`src/rtl/dk_sfx_sequencer_if.sv`:
```
// rtl/dk_sfx_sequencer_if.sv - CPU sound-latch command bus into dk_sfx_sequencer
interface dk_sfx_sequencer_if #(
  parameter int NUM_CH = 3
);
  logic              cmd_wr;
  logic [NUM_CH-1:0] cmd_data;
  logic              cmd_ack;

  modport master (
    output cmd_wr,
    output cmd_data,
    input  cmd_ack
  );

  modport slave (
    input  cmd_wr,
    input  cmd_data,
    output cmd_ack
  );
endinterface

```
`src/rtl/dk_sfx_sequencer.sv`:
```
// rtl/dk_sfx_sequencer.sv - sound-latch to discrete SFX enable sequencer with min on-time, cooldown and ducking
// Build option DK_SFX_ONESHOT_EN turns command bits into self-clearing triggers.
module dk_sfx_sequencer #(
  parameter int NUM_CH           = 3,
  parameter int MIN_ON_SAMPLES   = 960,
  parameter int COOLDOWN_SAMPLES = 480,
  parameter int CNT_W            = 16
) (
  input  logic                  clk,
  input  logic                  I_RSTn,
  input  logic                  audio_clk_en,
  dk_sfx_sequencer_if.slave     cmd,
  output logic [NUM_CH-1:0]     ch_en,
  output logic [NUM_CH-1:0]     ch_duck,
  output logic                  busy
);

  typedef enum logic [1:0] {
    ST_IDLE   = 2'd0,
    ST_ACTIVE = 2'd1,
    ST_COOL   = 2'd2
  } ch_state_e;

  localparam bit              HAS_COOL  = (COOLDOWN_SAMPLES > 0);
  localparam logic [CNT_W-1:0] MIN_LOAD = CNT_W'(MIN_ON_SAMPLES - 1);
  localparam logic [CNT_W-1:0] COOL_LOAD = HAS_COOL ? CNT_W'(COOLDOWN_SAMPLES - 1) : '0;
  localparam logic [CNT_W-1:0] CNT_ONE  = CNT_W'(1);

  logic [NUM_CH-1:0] req_q, req_d;
  logic              ack_q, ack_d;
  ch_state_e         state_q [NUM_CH];
  ch_state_e         state_d [NUM_CH];
  logic [CNT_W-1:0]  cnt_q   [NUM_CH];
  logic [CNT_W-1:0]  cnt_d   [NUM_CH];
  logic [NUM_CH-1:0] ch_en_q, ch_en_d;
  logic [NUM_CH-1:0] ch_duck_q, ch_duck_d;
  logic              busy_q, busy_d;

  // Command latch: a write always wins, including over a one-shot self-clear.
  always_comb begin
    req_d = req_q;
`ifdef DK_SFX_ONESHOT_EN
    for (int i = 0; i < NUM_CH; i++) begin
      if (audio_clk_en && (state_q[i] == ST_IDLE) && req_q[i]) begin
        req_d[i] = 1'b0;
      end
    end
`endif
    if (cmd.cmd_wr) begin
      req_d = cmd.cmd_data;
    end
    ack_d = cmd.cmd_wr;
  end

  // Per-channel FSMs; they see req_q, so a write on a tick takes effect next tick.
  always_comb begin
    for (int i = 0; i < NUM_CH; i++) begin
      state_d[i] = state_q[i];
      cnt_d[i]   = cnt_q[i];
      if (audio_clk_en) begin
        unique case (state_q[i])
          ST_IDLE: begin
            if (req_q[i]) begin
              state_d[i] = ST_ACTIVE;
              cnt_d[i]   = MIN_LOAD;
            end
          end
          ST_ACTIVE: begin
            if (cnt_q[i] != '0) begin
              cnt_d[i] = cnt_q[i] - CNT_ONE;
            end else if (!req_q[i]) begin
              if (HAS_COOL) begin
                state_d[i] = ST_COOL;
                cnt_d[i]   = COOL_LOAD;
              end else begin
                state_d[i] = ST_IDLE;
              end
            end
          end
          ST_COOL: begin
            if (cnt_q[i] != '0) begin
              cnt_d[i] = cnt_q[i] - CNT_ONE;
            end else begin
              state_d[i] = ST_IDLE;
            end
          end
          default: begin
            state_d[i] = ST_IDLE;
            cnt_d[i]   = '0;
          end
        endcase
      end
    end
  end

  // Enables track the next state so they change on the same edge as the FSM.
  always_comb begin
    ch_en_d = '0;
    busy_d  = 1'b0;
    for (int i = 0; i < NUM_CH; i++) begin
      ch_en_d[i] = (state_d[i] == ST_ACTIVE);
      busy_d     = busy_d | (state_d[i] != ST_IDLE);
    end
  end

  // Ducking is built from registered enables, so it trails ch_en by one clk.
  always_comb begin
    logic higher;
    higher    = 1'b0;
    ch_duck_d = '0;
    for (int i = NUM_CH - 1; i >= 0; i--) begin
      ch_duck_d[i] = ch_en_q[i] & higher;
      higher       = higher | ch_en_q[i];
    end
  end

  always_ff @(posedge clk or negedge I_RSTn) begin
    if (!I_RSTn) begin
      req_q     <= '0;
      ack_q     <= 1'b0;
      ch_en_q   <= '0;
      ch_duck_q <= '0;
      busy_q    <= 1'b0;
      for (int i = 0; i < NUM_CH; i++) begin
        state_q[i] <= ST_IDLE;
        cnt_q[i]   <= '0;
      end
    end else begin
      req_q     <= req_d;
      ack_q     <= ack_d;
      ch_en_q   <= ch_en_d;
      ch_duck_q <= ch_duck_d;
      busy_q    <= busy_d;
      for (int i = 0; i < NUM_CH; i++) begin
        state_q[i] <= state_d[i];
        cnt_q[i]   <= cnt_d[i];
      end
    end
  end

  assign cmd.cmd_ack = ack_q;
  assign ch_en       = ch_en_q;
  assign ch_duck     = ch_duck_q;
  assign busy        = busy_q;

endmodule

```
`src/flat_wrapper.sv`:
```
// flat-port wrapper written by rule: the top's interface ports become plain ports
module dk_sfx_sequencer_flat 
#(
  parameter int NUM_CH           = 3,
  parameter int MIN_ON_SAMPLES   = 960,
  parameter int COOLDOWN_SAMPLES = 480,
  parameter int CNT_W            = 16
)
  (clk, I_RSTn, audio_clk_en, ch_en, ch_duck, busy, cmd_cmd_wr, cmd_cmd_data, cmd_cmd_ack);
  dk_sfx_sequencer_if #(.NUM_CH(NUM_CH)) cmd_i ();
  input  logic clk;
  input  logic I_RSTn;
  input  logic audio_clk_en;
  output logic [NUM_CH-1:0] ch_en;
  output logic [NUM_CH-1:0] ch_duck;
  output logic busy;
  input wire logic [$bits(cmd_i.cmd_wr)-1:0] cmd_cmd_wr;
  input wire logic [$bits(cmd_i.cmd_data)-1:0] cmd_cmd_data;
  output wire logic [$bits(cmd_i.cmd_ack)-1:0] cmd_cmd_ack;
  assign cmd_i.cmd_wr = cmd_cmd_wr;
  assign cmd_i.cmd_data = cmd_cmd_data;
  assign cmd_cmd_ack = cmd_i.cmd_ack;
  dk_sfx_sequencer #(.NUM_CH(NUM_CH), .MIN_ON_SAMPLES(MIN_ON_SAMPLES), .COOLDOWN_SAMPLES(COOLDOWN_SAMPLES), .CNT_W(CNT_W)) u_core (.clk(clk), .I_RSTn(I_RSTn), .audio_clk_en(audio_clk_en), .cmd(cmd_i), .ch_en(ch_en), .ch_duck(ch_duck), .busy(busy));
endmodule
```
`config.mk`:
```
export PLATFORM = sky130hd
export DESIGN_NAME = dk_sfx_sequencer_flat
export DESIGN_NICKNAME = d
export VERILOG_FILES = /design/src/rtl/dk_sfx_sequencer_if.sv /design/src/rtl/dk_sfx_sequencer.sv /design/src/flat_wrapper.sv
export SDC_FILE = /design/constraint.sdc
export NUM_CORES = 1
export LEC_CHECK = 0
export CORE_ASPECT_RATIO = 0.75
export CORE_MARGIN = 3
export CORE_UTILIZATION = 45
export DETAILED_ROUTE_END_ITERATION = 6
export HOLD_SLACK_MARGIN = 0.1
export PLACE_DENSITY = 0.62
export SLEW_MARGIN = 20
export SYNTH_ARGS = -nofsm -noshare
export SYNTH_HDL_FRONTEND = slang
export SYNTH_SLANG_ARGS = --single-unit
```
`constraint.sdc`:
```
create_clock -name clk -period 3.5 [get_ports clk]
set_input_delay 0.525 -clock clk [delete_from_list [all_inputs] [get_ports clk]]
set_output_delay 0.525 -clock clk [all_outputs]
set_load 0.1 [all_outputs]
```
==> results of run 1 <==
[sequential cells by signal, indices dropped and copies added (netlist names)]
name / cells
u_core.cnt_q: 48
u_core.state_q: 6
u_core.ch_en: 3
u_core.req_q: 3
u_core.ch_duck: 2
u_core.busy: 1
u_core.cmd.cmd_ack: 1
[logic make-up (layout without fill, tap and decap cells)]
family                     Yosys count  after routing  synth area share (%)
DFF                                 64             64                  41.2
AOI/OAI and AO/OA                  129            129                  21.3
other                                1              1                0.0964
and+or+nand+nor                    189            189                  25.9
buffers and inverters               44             56                  4.44
xor gates and xnor gates            16             16                  3.60
adders and majority gates            7              7                  2.19
muxes                                5              5                  1.38
[power breakdown]
group          internal [W]  switching, W  total [W]
sequential         0.000892      0.000187    0.00108
clock              0.000588      0.000319   0.000907
combinational      0.000240      0.000291   0.000531
[placed cells by master (no fill, tap or decap), types with 4 or more instances in the layout]
master           count
dfrtp_1             64
nor2_1              48
a21oi_1             35
nand2_1             29
o21ai_0             25
nor3_1              21
inv_1               18
nor4_1              18
nand3_1             13
xnor2_1             12
clkdlybuf4s50_1     12
or4_1                9
a31oi_1              9
clkbuf_16            9
o21ai_1              8
buf_4                8
nor2b_1              7
nand4_1              7
or3_1                7
o31ai_1              7
a311oi_1             6
ha_1                 6
and2_1               5
nand2b_1             4
xor2_1               4
and3_1               4
[metal layers]
layer,routed length (microns),global-route usage (%)
met1,5080,33.1
met2,3900,28.1
met3,713,5.37
met4,138,7.21
met5,0,0
[cell type report]
type / instances / area [sq um]
clock buffers: 13 / 260
clock inverters: 3 / 40.0
fillers: 783 / 3720
inverters: 19 / 71.3
multi-input cells: 347 / 2120
flip-flops and latches: 64 / 1600
well taps: 105 / 131
repair buffers: 21 / 185
[worst max path at each step]
stage                          startpoint          endpoint  slack (ns)
after floorplan           u_core.cnt_q[0]  u_core.cnt_q[12]        1.08
after global placement       audio_clk_en  u_core.cnt_q[45]        0.93
after detailed placement     audio_clk_en  u_core.cnt_q[45]        0.87
after CTS                 u_core.cnt_q[0]  u_core.cnt_q[12]        0.89
after global routing      u_core.cnt_q[0]   u_core.cnt_q[5]        0.71
final                     u_core.cnt_q[0]  u_core.cnt_q[12]        0.88
[stage by stage]
stage,instances,hold slack (ns),utilization [%]
finish,572,0.285,54.3
global route,572,0.341,54.3
CTS,572,0.325,54.2
detailed placement,556,0.476,50.5
global placement,556,0.470,50.5
floorplan,455,0.229,-
==> results.toml, run 1 <==
[sta]
fin_crit_sh_pct = 74.8
final.setup.worst_slack_ns = 0.882
min_period_ns = 2.62
slew_violations = 0
hold_violations = 0
clock_skew_ns = 0.00586
setup_viol = 0
finalSetupTns_ns = 0
fmaxAchievable_ghz = 0.382
max_slew_margin_pct = 31.3
rsz0062_at_grt = "no"
tightestPinTransition_ns = 1.03

[critical_path]
path_delay_family = "simple AND/OR/NAND/NOR gates"
worstPathArrival_ns = 2.81
r2r_end = "u_core.cnt_q[12]"
r2r-start = "u_core.cnt_q[0]"
reg2reg_depth = 8
crit_slowest_cell = "or4_1"
worstSetupPathType = "flip-flop to flip-flop"
crit_path_start_kind = "flip-flop"
path_depth = 8
r2r_slack_ns = 0.88
crit_path_max_fanout = 6
required_ns = 3.70
endpoint_kind = "flip-flop"
crit_top_cell = "or4_1"
crit_chain = "inv_1, ha_1, or3b_1, or4_1, or4_1, nor3_1, xnor2_1, nor2_1"
max_stage_delay_ns = 0.52
worst-path-buf-inv = 1

[floorplanning]
pin_count = 15
dieArea_sq_um = 9810
dieHeight_microns = 86.5
die_w_microns = 113
start_util_pct = 47.9
coreArea_sq_um = 8130
rows = 28

[clock_network]
clkTransAtPathRegs_ns = 0.05
cts_tree = "done"
clockRootBuffer = "clkbuf_16"
clock-sinks = 64
clk_latency_ns = 0.33
h-tree-depth = 3
cts_max_path_buffers = 2
hold_buffers = 0
cts_setup_buffers = 0
numCtsBuffers = 9
ctsResizeCount = 0

[detailed_routing]
drt_first_iter_violations = 337
wl_per_cell_microns = 17.2
drc = 0
ant_nets = 0
drt_pass1_iterations = 5
dr_total_vias = 3547
via_per_inst = 6.20
wirelength_microns = 9820

[place]
placed_area_sq_um = 4110
hpwl_microns = 7000
gp_congestion = 0.938
port_buffers = 13
dp_slack_ns = 0.866

[global_route]
grt_util_all_layers_pct = 21.2
grt_pass1_wl_microns = 16300
grt_start_max_net_pins = 36
antenna_found_initial = 0
overflow = 0
grt_pass1_vias = 3158

[yosys]
synth.area.top_cells = "dfrtp_1, nor2_1, a21oi_1"
synth_ff_type = "dfrtp_1"
yosysTopAreaCell = "dfrtp_1"
synthCells = 455
synth.net_count = 468
syn_area_sq_um = 3890
synth_cell_types = 65
yosys_warnings = 0
synth-edff-count = 0
synth-seq-area-share_pct = 41.2
avgSynthCellArea_sq_um = 8.55
netlist_top_cells_count = "dfrtp_1, nor2_1, a21oi_1"
ys_seq_elements = 64
synth_top_area_share_pct = 41.2
synthArstFlopShare_pct = 100
yosysMostFrequentCell = "dfrtp_1"

[final_layout]
nets = 475
diodes = 0
drive_above_1_share_pct = 7.92
syn_to_final_growth_pct = 13.4
finalInstanceArea_sq_um = 4410

[job]
cap_violations = 0

[power]
fin_total_pwr_w = 0.00252
powerDensity_nw_per_um2 = 571
p_leak_nw = 1.81
max-vdd-ir-drop_mv = 0.284

[outcome]
outcome = "finished clean"

[min_path]
hold_path_class = "input port to asynchronous set/reset pin"
Power figures use the tool's default switching activity.
==> inputs of run 2 (changes only) <==
==> constraint.sdc (replaced) <==
create_clock -name clk -period 2.66 [get_ports clk]
set_input_delay 0.399 -clock clk [delete_from_list [all_inputs] [get_ports clk]]
set_output_delay 0.399 -clock clk [all_outputs]
set_load 0.1 [all_outputs]
==> run 2 against run 1 <==
  * Clock-buffer cell count unchanged
  * Final cell count is 2.3% higher
  * Power rose by 33%
  * Clock power is 32% higher
  * Critical endpoint unchanged
  * Non-clock buffer count increased by 13
==> results.toml, run 2 (synthesis results as in run 1) <==
[detailed_routing]
via_per_inst = 6.11
wirelength_microns = 10200
drt_pass1_iterations = 5
ant_nets = 0
dr_total_vias = 3577
drc = 0
drt_first_iter_violations = 423
wl_per_cell_microns = 17.4

[global_route]
grt_pass1_vias = 3420
overflow = 0
grt_pass1_wl_microns = 17400
grt_util_all_layers_pct = 22.4
antenna_found_initial = 0
grt_start_max_net_pins = 44

[outcome]
outcome = "finished clean"

[sta]
slew_violations = 0
setup_viol = 0
hold_violations = 0
fin_worst_hold_slack_ns = 0.488
fmaxAchievable_ghz = 0.396
rsz0062_at_grt = "yes"
tightestPinTransition_ns = 0.719
finalSetupTns_ns = 0
max_slew_margin_pct = 51.8
clock_skew_ns = 0.00624
min_period_ns = 2.52
fin_crit_sh_pct = 94.9

[final_layout]
largest_register = "u_core.cnt_q"
final_common_cell = "dfrtp_1"
diodes = 0
drive_above_1_share_pct = 12.1
largest_reg_flops = 48
layout_common_cells = "dfrtp_1, nor2_1, a21oi_1"
nets = 488
reg_top3 = "u_core.cnt_q x48, u_core.state_q x6"
syn_to_final_growth_pct = 16.1

[critical_path]
crit_top_cell = "or4_1"
required_ns = 2.88
crit_path_start_kind = "flip-flop"
crit_chain = "inv_1, ha_1, or3b_1, or4_1, or4_1, nor3_1, xnor2_1, nor2_1"
worstPathArrival_ns = 2.75
crit_slowest_cell = "or4_1"
worstSetupPathType = "flip-flop to flip-flop"
endpoint_kind = "flip-flop"
crit_path_max_fanout = 6
max_stage_delay_ns = 0.45
path_delay_family = "simple AND/OR/NAND/NOR gates"
worst-path-buf-inv = 1

[min_path]
hold_path_class = "flip-flop to flip-flop"

[clock_network]
cts_max_path_buffers = 2
cts_tree = "done"
clk_latency_ns = 0.34
numCtsBuffers = 9
clockRootBuffer = "clkbuf_16"
clkTransAtPathRegs_ns = 0.06
h-tree-depth = 3
clock-sinks = 64
cts_setup_buffers = 0

[floorplanning]
coreArea_sq_um = 8130
dieArea_sq_um = 9810
start_util_pct = 47.9
pin_count = 15
die_w_microns = 113
dieHeight_microns = 86.5
rows = 28

[power]
max-vdd-ir-drop_mv = 0.369
p_leak_nw = 1.88
fin_total_pwr_w = 0.00334
powerDensity_nw_per_um2 = 740

[place]
port_buffers = 13
gp_congestion = 0.883
hpwl_microns = 7320

[job]
cap_violations = 0
run 2: cell types whose count changed in the layout (fill, tap and decap cells not counted), sizes merged:
| cell | before | now |
|---|---|---|
| buf | 9 | 28 |
| clkdlybuf4s50 | 12 | 5 |
| dlygate4sd3 | 0 | 1 |
run 2: final timing paths:
path / from / to / slack (ns) / cells after the start
setup / recovery: u_core.cnt_q[0] / u_core.cnt_q[12] / 0.14 / 8
hold / removal: u_core.cnt_q[21] / u_core.cnt_q[21] / 0.49 / 1
setup reg to reg: u_core.cnt_q[0] / u_core.cnt_q[12] / 0.14 / 8
hold reg to reg: u_core.cnt_q[21] / u_core.cnt_q[21] / 0.49 / 1
max in group asynchronous: I_RSTn / u_core.ch_duck[1] / 1.48 / 3
min in group asynchronous: I_RSTn / u_core.cnt_q[13] / 0.57 / 2
run 2: through the flow:
stage	utilization, %	area [sq um]	cells	setup WS (ns)
floorplan	-	3890	455	0.236
detailed placement	51.6	4190	568	0.168
CTS	55.4	4500	585	0.149
global route	55.6	4520	585	-0.0217
finish	55.6	4520	585	0.136
global placement	51.6	4190	568	0.229
run 2: layout make-up:
class	instances	area [sq um]
clock buffer	13	260
clock inverter	3	40.0
fill	736	3610
inverter	19	71.3
multi-input combinational	347	2130
sequential	64	1600
tap	105	131
timing repair buffer	34	280
run 2: timing repair:
action / 4_1_cts / 5_1_grt
hold buffers: 1 / 0
gates resized for setup: 0 / 2
endpoints found under the hold margin: 21 / 0
setup endpoints to repair: 0 / 2
run 2: routing by layer:
metal / routed length (microns) / vias to the layer above / global-route usage [%]
met4: 129 / 0 / 6.55
met1: 5230 / 1718 / 35.0
li1: - / 1726 / -
met2: 4180 / 122 / 30.9
met5: 0 / - / 0
met3: 625 / 11 / 4.82
run 2: worst register-to-register path, cell delays in order (launching register included):
cell and delay (ns):
dfrtp_1 0.39, inv_1 0.15, ha_1 0.20, or3b_1 0.41, or4_1 0.45, or4_1 0.41
nor3_1 0.19, xnor2_1 0.15, nor2_1 0.06
run 2: power breakdown:
part / internal (W) / total, W / switching, W
Clock: 0.000773 / 0.00120 / 0.000427
Sequential: 0.00117 / 0.00142 / 0.000249
Combinational: 0.000322 / 0.000718 / 0.000395
==> inputs of run 3 (changes only) <==
--- a/config.mk
+++ b/config.mk
@@ -11,7 +11,7 @@
 export DETAILED_ROUTE_END_ITERATION = 6
 export HOLD_SLACK_MARGIN = 0.1
 export PLACE_DENSITY = 0.62
-export SLEW_MARGIN = 20
+export SLEW_MARGIN = 40
 export SYNTH_ARGS = -nofsm -noshare
 export SYNTH_HDL_FRONTEND = slang
 export SYNTH_SLANG_ARGS = --single-unit
==> run 3 against run 2 <==
  * Clock power is 12% lower
  * Combinational power hardly changed
  * Maximum frequency is 0.69% lower
  * Power is 4.0% lower
  * Flip-flop and latch count stayed put
  * Critical endpoint unchanged
  * Highest routed layer unchanged
==> results.toml, run 3 (synthesis results as in run 1) <==
[clock_network]
clockRootBuffer = "clkbuf_16"
h-tree-depth = 3
clkTransAtPathRegs_ns = 0.05
numCtsBuffers = 9
clock-sinks = 64
clk_latency_ns = 0.32
cts_setup_buffers = 0
cts_max_path_buffers = 2
cts_tree = "done"

[final_layout]
largest_reg_flops = 48
diodes = 0
syn_to_final_growth_pct = 15.1
fillers = 748
layout_common_cells = "dfrtp_1, nor2_1, a21oi_1"
reg_top3 = "u_core.cnt_q x48, u_core.state_q x6"
final_util_pct = 55.1
nets = 488
final_common_cell = "dfrtp_1"
largest_register = "u_core.cnt_q"
drive_above_1_share_pct = 11.7

[sta]
fin_crit_sh_pct = 95.6
rsz0062_at_grt = "no"
hold_violations = 0
setup_viol = 0
tightestPinTransition_ns = 0.747
clock_skew_ns = 0.00390
slew_violations = 0
fmaxAchievable_ghz = 0.393
finalSetupTns_ns = 0
min_period_ns = 2.54
max_slew_margin_pct = 49.9

[detailed_routing]
wl_per_cell_microns = 17.1
via_per_inst = 6.18
ant_nets = 0
drt_pass1_iterations = 5
dr_total_vias = 3616
drt_first_iter_violations = 357
drc = 0
wirelength_microns = 10000

[global_route]
grt.busiest_layer = "met1"
overflow = 0
grt_util_met3_pct = 4.68
use_met2_pct = 30.5
grt_start_max_net_pins = 44
grtUsageMet1_pct = 34.6
grt_util_all_layers_pct = 22.1
grt_pass1_vias = 3404
antenna_found_initial = 0
grt_pass1_wl_microns = 17200

[power]
p_sw_share_pct = 33.0
sequentialPowerShare_pct = 44.4
max-vdd-ir-drop_mv = 0.409
p_leak_nw = 1.86
intPower_w = 0.00215
p_switching_w = 0.00106
clock_power_share_pct = 33.2
fin_total_pwr_w = 0.00321
combPwrFrac_pct = 22.4
powerDensity_nw_per_um2 = 716

[critical_path]
crit_path_start_kind = "flip-flop"
worstPathArrival_ns = 2.76
startpoint = "u_core.cnt_q[0]"
endpoint_kind = "flip-flop"
required_ns = 2.87
r2r_end = "u_core.cnt_q[12]"
worstSetupPathType = "flip-flop to flip-flop"
r2r_slack_ns = 0.12
reg2reg_depth = 8
critPathCapture = "u_core.cnt_q[12]"
crit_path_max_fanout = 6
r2r-start = "u_core.cnt_q[0]"

[floorplanning]
dieHeight_microns = 86.5
coreArea_sq_um = 8130
dieArea_sq_um = 9810
start_util_pct = 47.9
pin_count = 15
rows = 28
die_w_microns = 113

[place]
hpwl_microns = 7310
port_buffers = 13
gp_congestion = 0.883

[job]
cap_violations = 0

[min_path]
hold_path_class = "flip-flop to flip-flop"

[outcome]
outcome = "finished clean"
run 3: cell count changes in the layout (fill, tap and decap cells not counted):
cell | before | now
clkinvlp_4 | 0 | 1
a31oi_2 | 1 | 0
clkbuf_8 | 2 | 1
clkbuf_1 | 2 | 3
bufinv_16 | 1 | 0
a31oi_1 | 8 | 9
run 3: repair_timing:
item                                   4_1_cts  5_1_grt
hold buffers                                 1        0
endpoints found under the hold margin       21        0
gates resized for setup                      0        1
setup endpoints to repair                    0        1
run 3: how the worst min path moves through the flow:
stage          slack, ns        startpoint               end  depth (start not counted)
2_1_floorplan       0.10            I_RSTn       u_core.busy                          0
3_3_place_gp        0.41            I_RSTn  u_core.cnt_q[11]                          1
3_5_place_dp        0.41            I_RSTn  u_core.cnt_q[13]                          1
4_1_cts             0.49  u_core.cnt_q[25]  u_core.cnt_q[25]                          1
5_1_grt             0.52  u_core.cnt_q[21]  u_core.cnt_q[21]                          1
6_report            0.49  u_core.cnt_q[25]  u_core.cnt_q[25]                          1
run 3: final cells by class:
cell class | count | area, sq um | area share (%)
tap | 105 | 131 | 2.93
multi-input combinational | 347 | 2120 | 47.5
clock inverter | 3 | 17.5 | 0.391
timing repair buffer | 34 | 280 | 6.26
sequential | 64 | 1600 | 35.8
clock buffer | 13 | 250 | 5.59
inverter | 19 | 71.3 | 1.59
run 3: per-stage QoR:
stage | cell area (sq um) | instances | setup slack, ns | hold WS (ns)
after global routing | 4480 | 585 | 0.0170 | 0.524
after CTS | 4470 | 585 | 0.152 | 0.489
after global placement | 4190 | 568 | 0.229 | 0.407
after detailed placement | 4200 | 568 | 0.171 | 0.407
final | 4480 | 585 | 0.118 | 0.489
after floorplan | 3890 | 455 | 0.236 | 0.103
run 3: metal layers:
metal	vias up	part of all wire (%)	routed length (microns)
li1	1721	-	-
met1	1733	51	5090
met2	148	42	4170
met3	14	6.2	624
met4	0	1.2	120
met5	-	0	0
run 3: power by group through the flow:
| stage | clock network, W | logic, W | registers, W |
|---|---|---|---|
| floorplan | 0 | 0.000545 | 0.00136 |
| global placement | 0 | 0.000694 | 0.00143 |
| detailed placement | 0 | 0.000716 | 0.00143 |
| CTS | 0.00109 | 0.000719 | 0.00142 |
| global route | 0.00115 | 0.000818 | 0.00146 |
| finish | 0.00106 | 0.000717 | 0.00143 |
run 3: critical path, stage by stage, from the launching register on:
cell and delay, ns:
dfrtp_1 0.39, inv_1 0.15, ha_1 0.22, or3b_1 0.42, or4_1 0.44, or4_1 0.42, nor3_1 0.19, xnor2_1 0.15
nor2_1 0.06
